File: src/rtl/counter_sched_if.sv
// Control/status bundle for counter_sched.
// The master drives the requests and config, the slave (the sequencer) returns
// the count and status.
interface counter_sched_if #(
   parameter int WIDTH = 8
);
   logic             start;
   logic             stop;
   logic             hold;
   logic             tick;
   logic [WIDTH-1:0] cfg_limit;
   logic             cfg_mode;
   logic [WIDTH-1:0] count;
   logic             busy;
   logic             done;
   logic             err;
   logic [1:0]       state;

   modport master (
      output start, stop, hold, tick, cfg_limit, cfg_mode,
      input  count, busy, done, err, state
   );

   modport slave (
      input  start, stop, hold, tick, cfg_limit, cfg_mode,
      output count, busy, done, err, state
   );
endinterface

File: src/rtl/counter_sched.sv
// Count-sequencing controller.
// It arms, paces, pauses and terminates an up-count against a limit that is
// latched when start is accepted. It runs in one-shot or auto-reload mode.
// Every output comes straight from a register, so there is no combinational
// path from the inputs to the outputs.
module counter_sched #(
   parameter int WIDTH = 8
) (
   input  logic            clk,
   input  logic            rst,
   counter_sched_if.slave  bus
);

   typedef enum logic [1:0] {
      S_IDLE = 2'b00,
      S_RUN  = 2'b01,
      S_HOLD = 2'b10,
      S_DONE = 2'b11
   } state_t;

   state_t           state_q;
   logic [WIDTH-1:0] count_q;
   logic [WIDTH-1:0] limit_q;
   logic             mode_q;
   logic             busy_q;
   logic             done_q;
   logic             err_q;

   // A start request is only legal with a non-zero limit.
   logic start_ok;
   assign start_ok = (bus.cfg_limit != '0);

   // The count has reached the latched limit, so a tick here is terminal.
   logic at_limit;
   assign at_limit = (count_q == limit_q);

   // Sequencer FSM.
   // Within a cycle the priority is stop > start > hold > tick. The done and
   // err pulses fall to zero unless they are re-armed in this cycle.
   always_ff @(posedge clk) begin
      if (rst) begin
         state_q <= S_IDLE;
         count_q <= '0;
         limit_q <= '0;
         mode_q  <= 1'b0;
         busy_q  <= 1'b0;
         done_q  <= 1'b0;
         err_q   <= 1'b0;
      end else begin
         done_q <= 1'b0;
         err_q  <= 1'b0;
         if (bus.stop) begin
            // In IDLE, stop still wins arbitration but leaves everything as it is.
            if (state_q != S_IDLE) begin
               state_q <= S_IDLE;
               count_q <= '0;
               busy_q  <= 1'b0;
            end
         end else if (bus.start) begin
            if (start_ok) begin
               // Arm, or restart from any state. A tick in this same cycle is dropped.
               limit_q <= bus.cfg_limit;
               mode_q  <= bus.cfg_mode;
               count_q <= '0;
               state_q <= S_RUN;
               busy_q  <= 1'b1;
            end else begin
               // Rejected: only the error pulse changes.
               err_q <= 1'b1;
            end
         end else begin
            unique case (state_q)
               S_RUN: begin
                  if (bus.hold) begin
                     state_q <= S_HOLD;
                  end else if (bus.tick) begin
                     if (at_limit) begin
                        done_q <= 1'b1;
                        if (mode_q) begin
                           count_q <= '0;
                        end else begin
                           state_q <= S_DONE;
                           busy_q  <= 1'b0;
                        end
                     end else begin
                        count_q <= count_q + WIDTH'(1);
                     end
                  end
               end
               S_HOLD: begin
                  // Ticks seen in HOLD are discarded, not queued up.
                  if (!bus.hold) begin
                     state_q <= S_RUN;
                  end
               end
               S_DONE: begin
                  // Park here with count at the limit until start, stop or rst.
               end
               default: begin
                  // IDLE: ticks have no effect.
               end
            endcase
         end
      end
   end

   assign bus.count = count_q;
   assign bus.state = state_q;
   assign bus.busy  = busy_q;
   assign bus.done  = done_q;
   assign bus.err   = err_q;

endmodule

File: src/flat_wrapper.sv
// flat-port wrapper written by rule: the top's interface ports become plain ports
module counter_sched_flat 
#(
   parameter int WIDTH = 8
)
  (clk, rst, bus_start, bus_stop, bus_hold, bus_tick, bus_cfg_limit, bus_cfg_mode, bus_count, bus_busy, bus_done, bus_err, bus_state);
  counter_sched_if #(.WIDTH(WIDTH)) bus_i ();
  input  logic clk;
  input  logic rst;
  input wire logic [$bits(bus_i.start)-1:0] bus_start;
  input wire logic [$bits(bus_i.stop)-1:0] bus_stop;
  input wire logic [$bits(bus_i.hold)-1:0] bus_hold;
  input wire logic [$bits(bus_i.tick)-1:0] bus_tick;
  input wire logic [$bits(bus_i.cfg_limit)-1:0] bus_cfg_limit;
  input wire logic [$bits(bus_i.cfg_mode)-1:0] bus_cfg_mode;
  output wire logic [$bits(bus_i.count)-1:0] bus_count;
  output wire logic [$bits(bus_i.busy)-1:0] bus_busy;
  output wire logic [$bits(bus_i.done)-1:0] bus_done;
  output wire logic [$bits(bus_i.err)-1:0] bus_err;
  output wire logic [$bits(bus_i.state)-1:0] bus_state;
  assign bus_i.start = bus_start;
  assign bus_i.stop = bus_stop;
  assign bus_i.hold = bus_hold;
  assign bus_i.tick = bus_tick;
  assign bus_i.cfg_limit = bus_cfg_limit;
  assign bus_i.cfg_mode = bus_cfg_mode;
  assign bus_count = bus_i.count;
  assign bus_busy = bus_i.busy;
  assign bus_done = bus_i.done;
  assign bus_err = bus_i.err;
  assign bus_state = bus_i.state;
  counter_sched #(.WIDTH(WIDTH)) u_core (.clk(clk), .rst(rst), .bus(bus_i));
endmodule
File: config.mk
export PLATFORM = sky130hd
export DESIGN_NAME = counter_sched_flat
export DESIGN_NICKNAME = d
export VERILOG_FILES = /design/src/rtl/counter_sched_if.sv /design/src/rtl/counter_sched.sv /design/src/flat_wrapper.sv
export SDC_FILE = /design/constraint.sdc
export NUM_CORES = 1
export LEC_CHECK = 0
export BUFFER_PORTS_ARGS = -buffer_cell sky130_fd_sc_hd__buf_2
export CELL_PAD_IN_SITES_DETAIL_PLACEMENT = 1
export CELL_PAD_IN_SITES_GLOBAL_PLACEMENT = 1
export CORE_MARGIN = 3
export CORE_UTILIZATION = 39
export CTS_CLUSTER_SIZE = 40
export DETAILED_ROUTE_END_ITERATION = 10
export PLACE_DENSITY = 0.87
export SETUP_SLACK_MARGIN = 0.05
export SYNTH_ARGS = -nofsm -noshare
export SYNTH_HDL_FRONTEND = slang
export SYNTH_SLANG_ARGS = --single-unit
File: constraint.sdc
create_clock -name clk -period 1.8 [get_ports clk]
set_input_delay 0.18 -clock clk [delete_from_list [all_inputs] [get_ports clk]]
set_output_delay 0.18 -clock clk [all_outputs]
set_load 0.02 [all_outputs]
==> results.sh <==
export IMPL_status="completed"
export IMPL_start_util=0.410
export IMPL_path_clk_slew_ns=0.12
export IMPL_max_freq_ghz=0.574
export IMPL_fin_crit_sh=0.967
export IMPL_met2_length_um=2070
export IMPL_p_leak_uw=0.000645
export IMPL_yosysTopAreaCellShare=0.349
export IMPL_drive_above_1_share=0.378
export IMPL_met1_length_um=1590
export IMPL_placed_area_um2=1500
export IMPL_critPathMostFrequentCell="a21oi_1"
export IMPL_viasPerCell=5.45
export IMPL_fin_area_um2=1610
export IMPL_ctsHoldBuffers=0
export IMPL_avgRoutedWirePerCell_um=17.1
export IMPL_multi_input_area_um2=807
export IMPL_drc=0
export IMPL_synthCells=144
export IMPL_grt_max_degree=15
export IMPL_rsz0062_at_grt="yes"
export IMPL_core_rowCount=20
export IMPL_drt_iter0_markers=64
export IMPL_yosysTopAreaCell="dfxtp_1"
export IMPL_grt_use_total=0.200
export IMPL_die_w_um=62.9
export IMPL_worstPathMaxFanout=4
export IMPL_nets=206
export IMPL_cts_sinks=22
export IMPL_synth_seq_cells=22
export IMPL_dieArea_um2=3950
export IMPL_tightest_slew_ns=0.429
export IMPL_worstPathCellList="inv_1, ha_1, a21oi_1, and4_1, nand4_4, a211o_1, a21oi_1"
export IMPL_cts_root_buf="clkbuf_4"
export IMPL_core_um2=3080
export IMPL_clk_latency_ns=0.32
export IMPL_gp_congestion=0.817
export IMPL_ys_seq_area_frac=0.349
export IMPL_antenna_found_initial=0
export IMPL_hpwlAfterDp_um=2970
export IMPL_grt_first_pass_wirelength_um=6340
export IMPL_synth_edff_count=0
export IMPL_dr_max_layer_used="met4"
export IMPL_crit_slowest_cell="dfxtp_2"
export IMPL_syn_area_per_cell_um2=8.76
export IMPL_area_delta_synth_final_pct=28.0
export IMPL_hp_class="input port to flip-flop"
export IMPL_cts_tree="done"
export IMPL_cap_violations=0
export IMPL_synth_cell_types=46
export IMPL_arrival_ns=1.99
export IMPL_final_core_util=0.524
export IMPL_maxSlewHeadroom=0.711
export IMPL_fillers=384
export IMPL_overflow=0
export IMPL_cts_buffers_inserted=3
export IMPL_layout_min_cycle_time_ns=1.74
export IMPL_vias=1248
export IMPL_finalMaxSlewViolations=0
export IMPL_io_buffers=27
export IMPL_critPathMaxStageDelay_ns=0.38
export IMPL_clock_path_buffers=2
export IMPL_synthTopCellsByArea="dfxtp_1, nand2_1, xnor2_1, a21oi_1, ha_1"
export IMPL_worstSetupEndpointType="flip-flop"
export IMPL_fin_skew_ns=0.00156
export IMPL_wl_um=3920
export IMPL_firstDrtPassIters=4
export IMPL_antenna_left=0
export IMPL_required_ns=2.05
export IMPL_power_density_nw_per_um2=595
export IMPL_startpoint_type="flip-flop"
export IMPL_cts_max_level=1
export IMPL_yosys_warnings=0
export IMPL_ir_drop_mv=0.290
export IMPL_regArea_um2=448
export IMPL_ios=28
export IMPL_met3_length_um=131
export IMPL_dominantRegCellSynth="dfxtp_1"
export IMPL_final_setup_viol_count=0
export IMPL_finalHoldViolations=0
export IMPL_die_h_um=62.9
export IMPL_syn_cell_area_um2=1260
export IMPL_async_flop_share=0
export IMPL_synth_fp_nets=163
export IMPL_antenna_cells=0
export IMPL_critPathKind="flip-flop to flip-flop"
export IMPL_grt_pass1_vias=1337
[critical path: cells and delay by family (launching register included)]
family | cells | cell delay, ns
flip-flops | 1 | 0.38
AO/OA/AOI/OAI | 3 | 0.63
adder cells (fa/ha/maj) | 1 | 0.24
buffers and inverters | 1 | 0.07
AND/OR/NAND/NOR | 2 | 0.36
[cell families (layout without fill, tap and decap cells)]
family / count (synthesis) / count (layout) / synth area share
AO/OA/AOI/OAI: 35 / 35 / 0.209
XOR/XNOR: 8 / 8 / 0.0556
adder cells (fa/ha/maj): 4 / 4 / 0.0397
buffers and inverters: 12 / 53 / 0.0486
flip-flops: 22 / 22 / 0.349
multiplexers: 1 / 1 / 0.00794
AND/OR/NAND/NOR: 62 / 62 / 0.290
[placed cells by master (no fill, tap or decap), types with 2 or more instances in the layout]
master,instances
inv_1,6
and3_1,3
dfxtp_1,18
a21oi_1,11
nor2_1,5
and4_2,2
a211oi_1,3
nand3_1,10
clkbuf_4,3
buf_2,27
nand2_1,21
buf_4,16
nor4_1,3
o311ai_2,3
nand4_1,2
dfxtp_2,3
nand2b_1,2
o211ai_1,2
ha_1,3
o21ai_1,2
xnor2_1,8
a22oi_1,2
[path summary, 6_finish.rpt]
kind                             from             endpoint  slack [ns]  cells past startpoint
setup / recovery  u_core.bus.state[0]  u_core.bus.state[1]        0.06                      7
hold / removal           bus_cfg_mode        u_core.mode_q        0.09                      3
setup reg to reg  u_core.bus.state[0]  u_core.bus.state[1]        0.06                      7
hold reg to reg     u_core.limit_q[4]    u_core.limit_q[4]        0.48                      2
[registers in the layout (all words and copies together), names as in the netlist]
name and count:
u_core.bus.err 1, u_core.bus.state 2, u_core.bus.busy 1, u_core.mode_q 1, u_core.bus.done 1, u_core.bus.count 8
u_core.limit_q 8
[cell type report]
type / count / share of cell area
inverter: 7 / 0.0163
timing repair buffer: 43 / 0.158
tap: 44 / 0.0341
clock buffer: 3 / 0.0140
multi-input combinational: 110 / 0.500
sequential: 22 / 0.278
[synth_stat cells, types with 2 or more instances]
| cell | n |
|---|---|
| a21oi_1 | 11 |
| a22oi_1 | 2 |
| o21ai_2 | 2 |
| buf_6 | 2 |
| o21ai_0 | 2 |
| or3_1 | 2 |
| clkbuf_1 | 2 |
| dfxtp_1 | 22 |
| o211ai_1 | 2 |
| nor4_1 | 3 |
| nand4_1 | 2 |
| nand2b_1 | 2 |
| nor2_1 | 5 |
| and4_1 | 3 |
| inv_1 | 7 |
| xnor2_1 | 8 |
| and3_1 | 3 |
| o311ai_0 | 2 |
| ha_1 | 4 |
| nand3_1 | 10 |
| nand2_1 | 21 |
| a211oi_1 | 3 |
[stage by stage]
step / cells / worst slack, ns / total power (uW) / setup TNS [ns] / hold slack (ns)
after floorplan: 144 / 0.0688 / 655 / 0 / 0.256
after global placement: 221 / 0.131 / 696 / 0 / 0.422
after detailed placement: 221 / 0.0140 / 708 / 0 / 0.437
after CTS: 224 / 0.0519 / 941 / 0 / 0.0912
after global routing: 229 / -0.0151 / 1000 / -0.0151 / 0.107
final: 229 / 0.0593 / 960 / 0 / 0.0887
[repair_timing]
item | 4_1_cts | 5_1_grt
setup buffers | 0 | 5
cloned | 0 | 0
endpoints found under the setup margin | 2 | 10
resized for setup | 3 | 15
endpoints found under the hold margin | 0 | 0
pin swaps | 0 | 5
[report_power, final]
part           total [uW]  switching, uW  internal, uW
Sequential            513           12.2           501
Combinational         209            131          77.5
Clock                 238            159          78.6
[layer usage]
metal / track usage / vias to the layer above
met2: 0.358 / 29
li1: - / 608
met5: 0 / -
met1: 0.226 / 599
met4: 0.0992 / 0
met3: 0.0324 / 12
No activity file was read; power rests on OpenSTA's default activity.
